`src/rtl/fpu_addsub_pipe.sv`:
```
// fpu_addsub_pipe: three-stage floating-point add/subtract (align, add, normalise/round) with valid/ready.
// Define FPU_ADDSUB_SATURATE_EN to clamp overflow to the largest finite value instead of infinity.
module fpu_addsub_pipe #(
  parameter int EXP_WIDTH  = 11,
  parameter int MANT_WIDTH = 20
) (
  input  logic                          clk,
  input  logic                          rst,
  input  logic                          in_valid,
  output logic                          in_ready,
  input  logic                          op_sub,
  input  logic [EXP_WIDTH+MANT_WIDTH:0] op_a_in,
  input  logic [EXP_WIDTH+MANT_WIDTH:0] op_b_in,
  output logic                          out_valid,
  input  logic                          out_ready,
  output logic [EXP_WIDTH+MANT_WIDTH:0] data_out,
  output logic [3:0]                    status_out
);
  localparam int W   = 1 + EXP_WIDTH + MANT_WIDTH;
  localparam int SW  = MANT_WIDTH + 4;
  localparam int EW  = EXP_WIDTH + 2;
  localparam int LZW = $clog2(SW + 1);
  localparam logic [EXP_WIDTH-1:0]  EXP_MAX  = '1;
  localparam logic signed [EW-1:0]  EXP_ONE  = EW'(1);
  localparam logic signed [EW-1:0]  EXP_ZERO = '0;
  localparam logic signed [EW-1:0]  EXP_LIM  = signed'({2'b00, EXP_MAX});

  function automatic logic [SW-1:0] f_align(input logic [MANT_WIDTH:0] sig,
                                            input logic [EXP_WIDTH-1:0] d);
    logic [SW-1:0] ext;
    logic [SW-1:0] mask;
    ext = {sig, 3'b000};
    if (int'(d) >= SW) return {{(SW-1){1'b0}}, |sig};
    mask = ~({SW{1'b1}} << d);
    return (ext >> d) | {{(SW-1){1'b0}}, |(ext & mask)};
  endfunction

  function automatic logic [LZW-1:0] f_lzc(input logic [SW-1:0] v);
    logic [LZW-1:0] n;
    n = LZW'(SW);
    for (int i = 0; i < SW; i++)
      if (v[i]) n = LZW'(SW - 1 - i);
    return n;
  endfunction

  // Returns {rounding carry, fraction}; the carry means the significand reached 2.0.
  function automatic logic [MANT_WIDTH:0] f_rne(input logic [SW-1:0] n);
    logic                  rup;
    logic [MANT_WIDTH+1:0] m;
    rup = n[2] & (n[1] | n[0] | n[3]);
    m   = {1'b0, n[SW-1:3]} + {{(MANT_WIDTH+1){1'b0}}, rup};
    return m[MANT_WIDTH+1] ? {1'b1, m[MANT_WIDTH:1]} : {1'b0, m[MANT_WIDTH-1:0]};
  endfunction

  function automatic logic [W-1:0] f_ovf(input logic s);
`ifdef FPU_ADDSUB_SATURATE_EN
    return {s, {(EXP_WIDTH-1){1'b1}}, 1'b0, {MANT_WIDTH{1'b1}}};
`else
    return {s, EXP_MAX, {MANT_WIDTH{1'b0}}};
`endif
  endfunction

  logic                 r_vld_p1, r_vld_p2, r_vld_p3;
  logic [W-1:0]         r_data_p3;
  logic [3:0]           r_status_p3;
  logic                 w_stall, w_accept;

  assign w_stall    = r_vld_p3 && !out_ready;
  assign in_ready   = !w_stall;
  assign w_accept   = in_valid && in_ready;
  assign out_valid  = r_vld_p3;
  assign data_out   = r_data_p3;
  assign status_out = r_status_p3;

  // ---- Stage 1: unpack, order by magnitude, align the smaller significand ----
  logic                  w_a_sign, w_b_sign, w_a_zero, w_b_zero, w_a_inf, w_b_inf, w_swap;
  logic [EXP_WIDTH-1:0]  w_a_exp, w_b_exp, w_l_exp, w_s_exp, w_diff;
  logic [W-2:0]          w_a_mag, w_b_mag;
  logic [MANT_WIDTH:0]   w_a_sig, w_b_sig, w_l_sig, w_s_sig;

  assign w_a_sign = op_a_in[W-1];
  assign w_b_sign = op_b_in[W-1] ^ op_sub;
  assign w_a_exp  = op_a_in[W-2:MANT_WIDTH];
  assign w_b_exp  = op_b_in[W-2:MANT_WIDTH];
  assign w_a_zero = (w_a_exp == '0);
  assign w_b_zero = (w_b_exp == '0);
  assign w_a_inf  = (w_a_exp == EXP_MAX);
  assign w_b_inf  = (w_b_exp == EXP_MAX);
  assign w_a_mag  = w_a_zero ? '0 : op_a_in[W-2:0];
  assign w_b_mag  = w_b_zero ? '0 : op_b_in[W-2:0];
  assign w_a_sig  = w_a_zero ? '0 : {1'b1, op_a_in[MANT_WIDTH-1:0]};
  assign w_b_sig  = w_b_zero ? '0 : {1'b1, op_b_in[MANT_WIDTH-1:0]};
  assign w_swap   = (w_b_mag > w_a_mag);
  assign w_l_exp  = w_swap ? w_b_exp : w_a_exp;
  assign w_s_exp  = w_swap ? w_a_exp : w_b_exp;
  assign w_l_sig  = w_swap ? w_b_sig : w_a_sig;
  assign w_s_sig  = w_swap ? w_a_sig : w_b_sig;
  assign w_diff   = w_l_exp - w_s_exp;

  logic                 r_sign_p1, r_esub_p1, r_inf_p1, r_nan_p1;
  logic [EXP_WIDTH-1:0] r_exp_p1;
  logic [SW-1:0]        r_lsig_p1, r_ssig_p1;

  // ---- Stage 2: effective add or subtract (larger minus smaller) ----
  logic [SW:0] w_sum_s2;
  assign w_sum_s2 = r_esub_p1 ? ({1'b0, r_lsig_p1} - {1'b0, r_ssig_p1})
                              : ({1'b0, r_lsig_p1} + {1'b0, r_ssig_p1});

  logic                 r_sign_p2, r_esub_p2, r_inf_p2, r_nan_p2;
  logic [EXP_WIDTH-1:0] r_exp_p2;
  logic [SW:0]          r_sum_p2;

  // ---- Stage 3: normalise, round to nearest even, classify and pack ----
  logic [LZW-1:0]        w_lz;
  logic [SW-1:0]         w_norm;
  logic signed [EW-1:0]  w_exp_n, w_exp_r;
  logic [MANT_WIDTH:0]   w_rnd;
  logic                  w_inexact;
  logic [W-1:0]          w_data_s3;
  logic [3:0]            w_status_s3;

  always_comb begin
    w_lz        = f_lzc(r_sum_p2[SW-1:0]);
    w_norm      = r_sum_p2[SW-1:0] << w_lz;
    w_exp_n     = signed'({2'b00, r_exp_p2}) - signed'(EW'(w_lz));
    if (r_sum_p2[SW]) begin
      w_norm  = {r_sum_p2[SW:2], r_sum_p2[1] | r_sum_p2[0]};
      w_exp_n = signed'({2'b00, r_exp_p2}) + EXP_ONE;
    end
    w_rnd       = f_rne(w_norm);
    w_exp_r     = w_rnd[MANT_WIDTH] ? (w_exp_n + EXP_ONE) : w_exp_n;
    w_inexact   = |w_norm[2:0];
    w_data_s3   = {r_sign_p2, w_exp_r[EXP_WIDTH-1:0], w_rnd[MANT_WIDTH-1:0]};
    w_status_s3 = {!w_inexact, 2'b00, w_inexact};
    if (r_nan_p2) begin
      w_data_s3   = {1'b0, EXP_MAX, 1'b1, {(MANT_WIDTH-1){1'b0}}};
      w_status_s3 = 4'b0100;
    end else if (r_inf_p2) begin
      w_data_s3   = {r_sign_p2, EXP_MAX, {MANT_WIDTH{1'b0}}};
      w_status_s3 = 4'b1000;
    end else if (r_sum_p2 == '0) begin
      // Cancellation gives +0; two like-signed zeros keep their sign.
      w_data_s3   = {r_sign_p2 & !r_esub_p2, {(W-1){1'b0}}};
      w_status_s3 = 4'b1000;
    end else if (w_exp_r >= EXP_LIM) begin
      w_data_s3   = f_ovf(r_sign_p2);
      w_status_s3 = 4'b0101;
    end else if (w_exp_r <= EXP_ZERO) begin
      w_data_s3   = {r_sign_p2, {(W-1){1'b0}}};
      w_status_s3 = 4'b0011;
    end
  end

  always_ff @(posedge clk or posedge rst) begin
    if (rst) begin
      r_vld_p1    <= 1'b0;
      r_vld_p2    <= 1'b0;
      r_vld_p3    <= 1'b0;
      r_data_p3   <= '0;
      r_status_p3 <= '0;
    end else if (!w_stall) begin
      r_vld_p1 <= w_accept;
      r_vld_p2 <= r_vld_p1;
      r_vld_p3 <= r_vld_p2;
      if (r_vld_p2) begin
        r_data_p3   <= w_data_s3;
        r_status_p3 <= w_status_s3;
      end
    end
  end

  always_ff @(posedge clk) begin
    if (!w_stall) begin
      r_sign_p1 <= w_swap ? w_b_sign : w_a_sign;
      r_esub_p1 <= w_a_sign ^ w_b_sign;
      r_inf_p1  <= w_a_inf | w_b_inf;
      r_nan_p1  <= w_a_inf & w_b_inf & (w_a_sign ^ w_b_sign);
      r_exp_p1  <= w_l_exp;
      r_lsig_p1 <= {w_l_sig, 3'b000};
      r_ssig_p1 <= f_align(w_s_sig, w_diff);
      r_sign_p2 <= r_sign_p1;
      r_esub_p2 <= r_esub_p1;
      r_inf_p2  <= r_inf_p1;
      r_nan_p2  <= r_nan_p1;
      r_exp_p2  <= r_exp_p1;
      r_sum_p2  <= w_sum_s2;
    end
  end

endmodule

```
`config.mk`:
```
export PLATFORM = sky130hd
export DESIGN_NAME = fpu_addsub_pipe
export DESIGN_NICKNAME = d
export VERILOG_FILES = /design/src/rtl/fpu_addsub_pipe.sv
export SDC_FILE = /design/constraint.sdc
export NUM_CORES = 1
export LEC_CHECK = 0
export ABC_CLOCK_PERIOD_IN_PS = 6100
export CORE_MARGIN = 5
export CORE_UTILIZATION = 43
export DETAILED_ROUTE_END_ITERATION = 12
export PLACE_DENSITY = 0.6
export SLEW_MARGIN = 20
export SYNTH_ARGS = -nofsm -noshare
export SYNTH_HDL_FRONTEND = slang
export SYNTH_SLANG_ARGS = --single-unit
```
`constraint.sdc`:
```
create_clock -name clk -period 6.1 [get_ports clk]
set_input_delay 1.525 -clock clk [delete_from_list [all_inputs] [get_ports clk]]
set_output_delay 1.525 -clock clk [all_outputs]
set_load 0.01 [all_outputs]
```
* Word level (Yosys, flattened, before mapping) *
Index checks and enable logic that the tools add are counted.

word-level totals
  input bits = 69
  logic and storage cells = 113
  register bits = 139

operators by class
  reductions and logical operators = 13
  $lt $le $gt $ge = 4
  mux-type cells = 52
  bitwise logic cells = 14
  equal/unequal tests = 2
  shifts and indexed selects = 3
  add/sub/neg operators = 7

operator list
  operator                                             number
  2-to-1 mux 31 bit                                    4
  2-to-1 mux 5 bit                                     23
  2-to-1 mux 21 bit                                    5
  2-to-1 mux 32 bit                                    3
  2-to-1 mux 24 bit                                    3
  greater-than comparator 31 bit                       1
  2-to-1 mux 13 bit                                    2
  adder 24 x 24 -> 25 bit                              1
  zero test 25 bit                                     1
  2-to-1 mux 25 bit                                    1
  subtractor 24 x 24 -> 25 bit                         1
  AND 24 bit                                           1
  2-to-1 mux 4 bit                                     6
  NOT 24 bit                                           1
  bitwise OR 24 x 1 -> 24 bit                          1
  OR reduction 24 bit                                  1
  << shifter 24 x 11 -> 24 bit (first input constant)  1
  << shifter 24 x 5 -> 24 bit                          1
  right shift 24 x 11 -> 24 bit                        1
  adder 21 x 1 -> 22 bit                               1
  == test 11 bit (second input constant)               2
  zero test 11 bit                                     2
  2-to-1 mux 11 bit                                    2
  OR reduction 21 bit                                  1
  16 further kinds                                     29

* Longest topological paths before layout *
  depth in word-level cells = 38
  depth in mapped cells = 32
  mapped depth without buffers = 24

* Worst setup path after synthesis *
OpenSTA, ideal clock, no wires.

  path type = input port to flip-flop
  start point = input port op_a_in[23]
  end point = register r_ssig_p1[23], data pin
  cell stages on the path = 30
  data required time = 5,924 ps
  setup slack = -2,379 ps
  path buffers = 8
  library setup time = 176 ps
  data arrival time = 8,303 ps
  path through = clkbuf_1 nor4_1 nand3_1 clkbuf_1 buf_1 nand2_1 ha_1 a211o_1 o311ai_0 nand4b_1 nand2_1 buf_1 clkbuf_1 clkbuf_1 buf_1 nor2_1 nor2_1 ha_1 nand2_1 o211ai_1 a221oi_1 o31ai_1 a2111oi_0 or4_1 a2111oi_2 nand2_1 clkbuf_1 nor2_1 nand3_1 nor4_1

on the way
  cells in the longest elaborated chain, start to end = 9

RTL lines
  what                                  RTL line  RTL
  start, declared                       12        input logic [EXP_WIDTH+MANT_WIDTH:0] op_a_in,
  zero test 11 bit                      85        assign w_a_zero = (w_a_exp == '0);
  2-to-1 mux 31 bit                     89        assign w_a_mag = w_a_zero ? '0 : op_a_in[W-2:0];
  greater-than comparator 31 bit        93        assign w_swap = (w_b_mag > w_a_mag);
  2-to-1 mux 11 bit (on tied branches)  94, 95
  subtractor 11 bit                     98        assign w_diff = w_l_exp - w_s_exp;
  >= comparator 11 x 5 -> 1 bit         33        if (int'(d) >= SW) return {{(SW-1){1'b0}}, |sig};
  2-to-1 mux 1 bit                      33
  2-to-1 mux 1 bit                      173       if (!w_stall) begin
  2-to-1 mux 24 bit (*)                 34        mask = ~({SW{1'b1}} << d);
  end signal, assigned                  180       r_ssig_p1 <= f_align(w_s_sig, w_diff);
  end, declared                         102       logic [SW-1:0] r_lsig_p1, r_ssig_p1;

Mark *: on every way between the ends. The rest lies on a longest branch, timed or not. The select of a mux whose other input is x is not followed.
A chain may end at the register's enable or synchronous reset.

* Worst setup path after layout *
  start point = input port op_b_in[29]
  end point = register r_ssig_p1[0], data pin

on the way
  cells in the longest elaborated chain, start to end = 11

RTL lines
  what                                  RTL line  RTL
  start, declared                       13        input logic [EXP_WIDTH+MANT_WIDTH:0] op_b_in,
  zero test 11 bit                      86        assign w_b_zero = (w_b_exp == '0);
  2-to-1 mux 31 bit                     90        assign w_b_mag = w_b_zero ? '0 : op_b_in[W-2:0];
  greater-than comparator 31 bit        93
  2-to-1 mux 11 bit (on tied branches)  94, 95
  subtractor 11 bit                     98
  << shifter 24 x 11 -> 24 bit          34
  NOT 24 bit                            34
  AND 24 bit                            35        return (ext >> d) | {{(SW-1){1'b0}}, |(ext & mask)};
  OR reduction 24 bit                   35
  bitwise OR 24 x 1 -> 24 bit           35
  2-to-1 mux 24 bit (*)                 34

Marked as above.

==> out/results.ini <==
[timing]
fin_skew_ps = 14.49
period_share_pct = 107.3
fin_crit_ps = 6547
relSlewSlack_pct = 39.34
hold_viol_final = 0
tightest_slew_ps = 909.9
rsz0062_at_grt = true
fmax_ghz = 0.1527
fin_ws_ps = -447.3
finalMaxSlewViolations = 0
setup_viol = 24

[synth]
synthFlopType = edfxtp_1
syn_avg_cell_area_um2 = 8.100
synthSimpleGateAreaFrac_pct = 20.61
syn-instance-count = 1709
synth-xor-area-share_pct = 4.492
synth_top_area_cell = edfxtp_1
synth_compound_area_share_pct = 26.31
synthTopCellsByArea = edfxtp_1, ha_1, dfrtp_1
synth-edff-count = 100
synthArstFlopShare_pct = 28.06
synth_top_family_by_area = compound AO/OA/AOI/OAI gates
yosysSeqAreaShare_pct = 28.74
syn_nets = 1864
synth-seq-cells = 139
yosys_warnings = 0
synthesis.area_um2 = 13840
synth_top_area_share_pct = 21.69
synthAdderAreaFrac_pct = 8.171
synth.distinct_cells = 103
synthMuxAreaShare_pct = 5.432

[place]
place.gp.congestion = 0.9769
dp_hpwl_um = 34830
portBuffers = 106
dp.cells = 2336

[detailed_routing]
via_per_inst = 5.862
vias = 13980
ant_nets = 0
drt_wl_total_um = 44250
drc = 0
wire_per_inst_um = 18.56
drt-initial-drc-count = 1219
firstDrtPassIters = 6

[critical_path]
max_stage_delay_ps = 510
cp_max_fo = 5
timing.critical_path.buf_inv = 7
critPathTopFamily = compound AO/OA/AOI/OAI gates
critPathKind = input port to flip-flop
worstSetupStartpointType = input port
setup.worst_path.end_class = flip-flop
cp_data_required_time_ps = 6270
worstPathArrival_ps = 6720
critPathSlowestCell = or4_4

[clock_tree]
cts_hold_buf = 0
clk_pin_slew_ps = 60
clk_latency_ps = 430
clk_path_buf_depth = 2
cts_tree = yes
cts_buffers = 17
numClockSinks = 139
htreeDepth = 4
clockRootBuffer = clkbuf_16

[final_layout]
antenna_cells = 0
drive_above_1_share_pct = 21.85
syn_to_final_growth_pct = 30.19
final_cell_mix = buf_4, nand2_1, nor2_1, a21oi_1, o21ai_0
fin_cells = 2384
final_common_cell = buf_4
nNetsFinal = 2124

[power]
peakVddDrop_v = 0.0001974
total_power_mw = 7.084
p_leak_nw = 7.416
p_per_area_nw_per_um2 = 393.1

[global_routing]
grt_start_max_net_pins = 74
grt_pass1_wl_um = 70690
grt_overflow_total = 0
grt_pass1_vias = 13630
grt_usage_pct = 24.10
antenna_found_initial = 0

[outcome]
violations = setup timing
status = complete, but fails checks

[floorplanning]
die_area_um2 = 35880
rows = 65
io_pins = 107
core_um2 = 31640
die_x_um = 189.4
initial_utilization_pct = 43.76
die-height_um = 189.4

[job]
maxCapViolations = 0

[worst_hold_path]
min_path_type = flip-flop to flip-flop

cells in the mapped netlist, types with 7 or more instances:
cell,count
o22ai_1,10
nor2_1,150
buf_1,7
mux2_2,23
o21a_1,10
a32o_1,15
and2_1,13
a211oi_1,26
and3_1,17
o31ai_1,16
dfrtp_1,39
nor3_1,34
o211ai_1,36
clkbuf_1,71
a31oi_1,16
o21bai_1,12
a221oi_1,7
o21ai_0,116
inv_2,9
nand2_1,226
ha_1,84
nand4_1,15
nor4_1,22
o31a_1,7
nand3_1,38
edfxtp_1,100
nand2b_1,26
a21oi_1,122
xnor2_1,49
buf_2,14
a22oi_1,10
a211o_1,8
a22o_1,9
inv_1,101
nor2b_1,16
mux2i_1,47
xor2_1,22
routing by layer:
metal / wire [um] / share of wire, % / track usage [%]
met1: 19390 / 44 / 31.22
met2: 21290 / 48 / 41.29
met3: 2004 / 4.5 / 2.765
met4: 1566 / 3.5 / 9.377
met5: 0 / 0 / 0
worst paths after layout:
path                                end  cells after the start    startpoint  slack, ps
hold reg to reg             r_exp_p2[9]                      0   r_exp_p1[9]        420
max in group asynchronous  data_out[27]                      3           rst       4240
setup reg to reg            data_out[6]                     17  r_sum_p2[20]        490
setup / recovery           r_ssig_p1[0]                     28   op_b_in[29]       -450
hold / removal              r_exp_p2[9]                      0   r_exp_p1[9]        420
min in group asynchronous     out_valid                      3           rst       1510
worst register-to-register path: stages, from the launching register on:
cell	delay (ps)
edfxtp_1	550
nand2b_1	220
a21oi_1	400
nor2_2	210
o21ai_4	140
buf_4	200
buf_4	190
a211oi_1	100
a311oi_1	490
o32ai_1	260
a211oi_4	360
nand4_2	170
or3b_4	530
nor4_2	410
mux2i_1	400
a41oi_4	170
and3_2	390
a32o_1	300
kinds of logic (layout without fill, tap and decap cells):
family | Yosys count | in the layout
and+or+nand+nor | 606 | 606
AOI/OAI and AO/OA | 520 | 520
buffers and inverters | 212 | 485
DFF | 139 | 139
adders and majority gates | 90 | 90
xor gates and xnor gates | 71 | 71
muxes | 71 | 71
area by class of cell:
cell class                 instances  area (um2)
clock buffer                      20       436.7
inverter                         112       430.4
multi-input combinational       1358        9564
timing repair buffer             341        2943
tap                              402       503.0
clock inverter                    12       166.4
fill                            2804       13610
sequential                       139        3979
state kept, by name (all words and copies together) (netlist names):
signal,cells
data_out,32
out_valid,1
r_esub_p1,1
r_esub_p2,1
r_exp_p1,11
r_exp_p2,11
r_inf_p1,1
r_inf_p2,1
r_lsig_p1,21
r_nan_p1,1
r_nan_p2,1
r_sign_p1,1
r_sign_p2,1
r_ssig_p1,24
r_sum_p2,25
r_vld_p1,1
r_vld_p2,1
status_out,4
metrics by stage:
stage | cell area, um2 | worst slack, ps | hold WS (ps) | TNS (ps) | util (%)
global route | 18020 | -639.5 | 425.1 | -10570 | 56.97
global placement | 16790 | -1113 | 401.4 | -23440 | 53.09
floorplan | 14130 | -1120 | 400.3 | -19390 | -
finish | 18020 | -447.3 | 418.2 | -6074 | 56.97
CTS | 17720 | -295.4 | 420.0 | -2771 | 56.03
detailed placement | 16790 | -1298 | 404.5 | -27490 | 53.09
power by group:
part / switching [mW] / internal (mW)
sequential: 0.295 / 1.37
clock: 0.404 / 0.647
combinational: 2.53 / 1.83
total: 3.23 / 3.85
repair_timing:
action,4_1_cts,5_1_grt
cloned,4,1
resized for setup,97,47
setup buffers,9,4
endpoints found under the setup margin,24,42
pin swaps,32,34
Power figures use the tool's default switching activity.
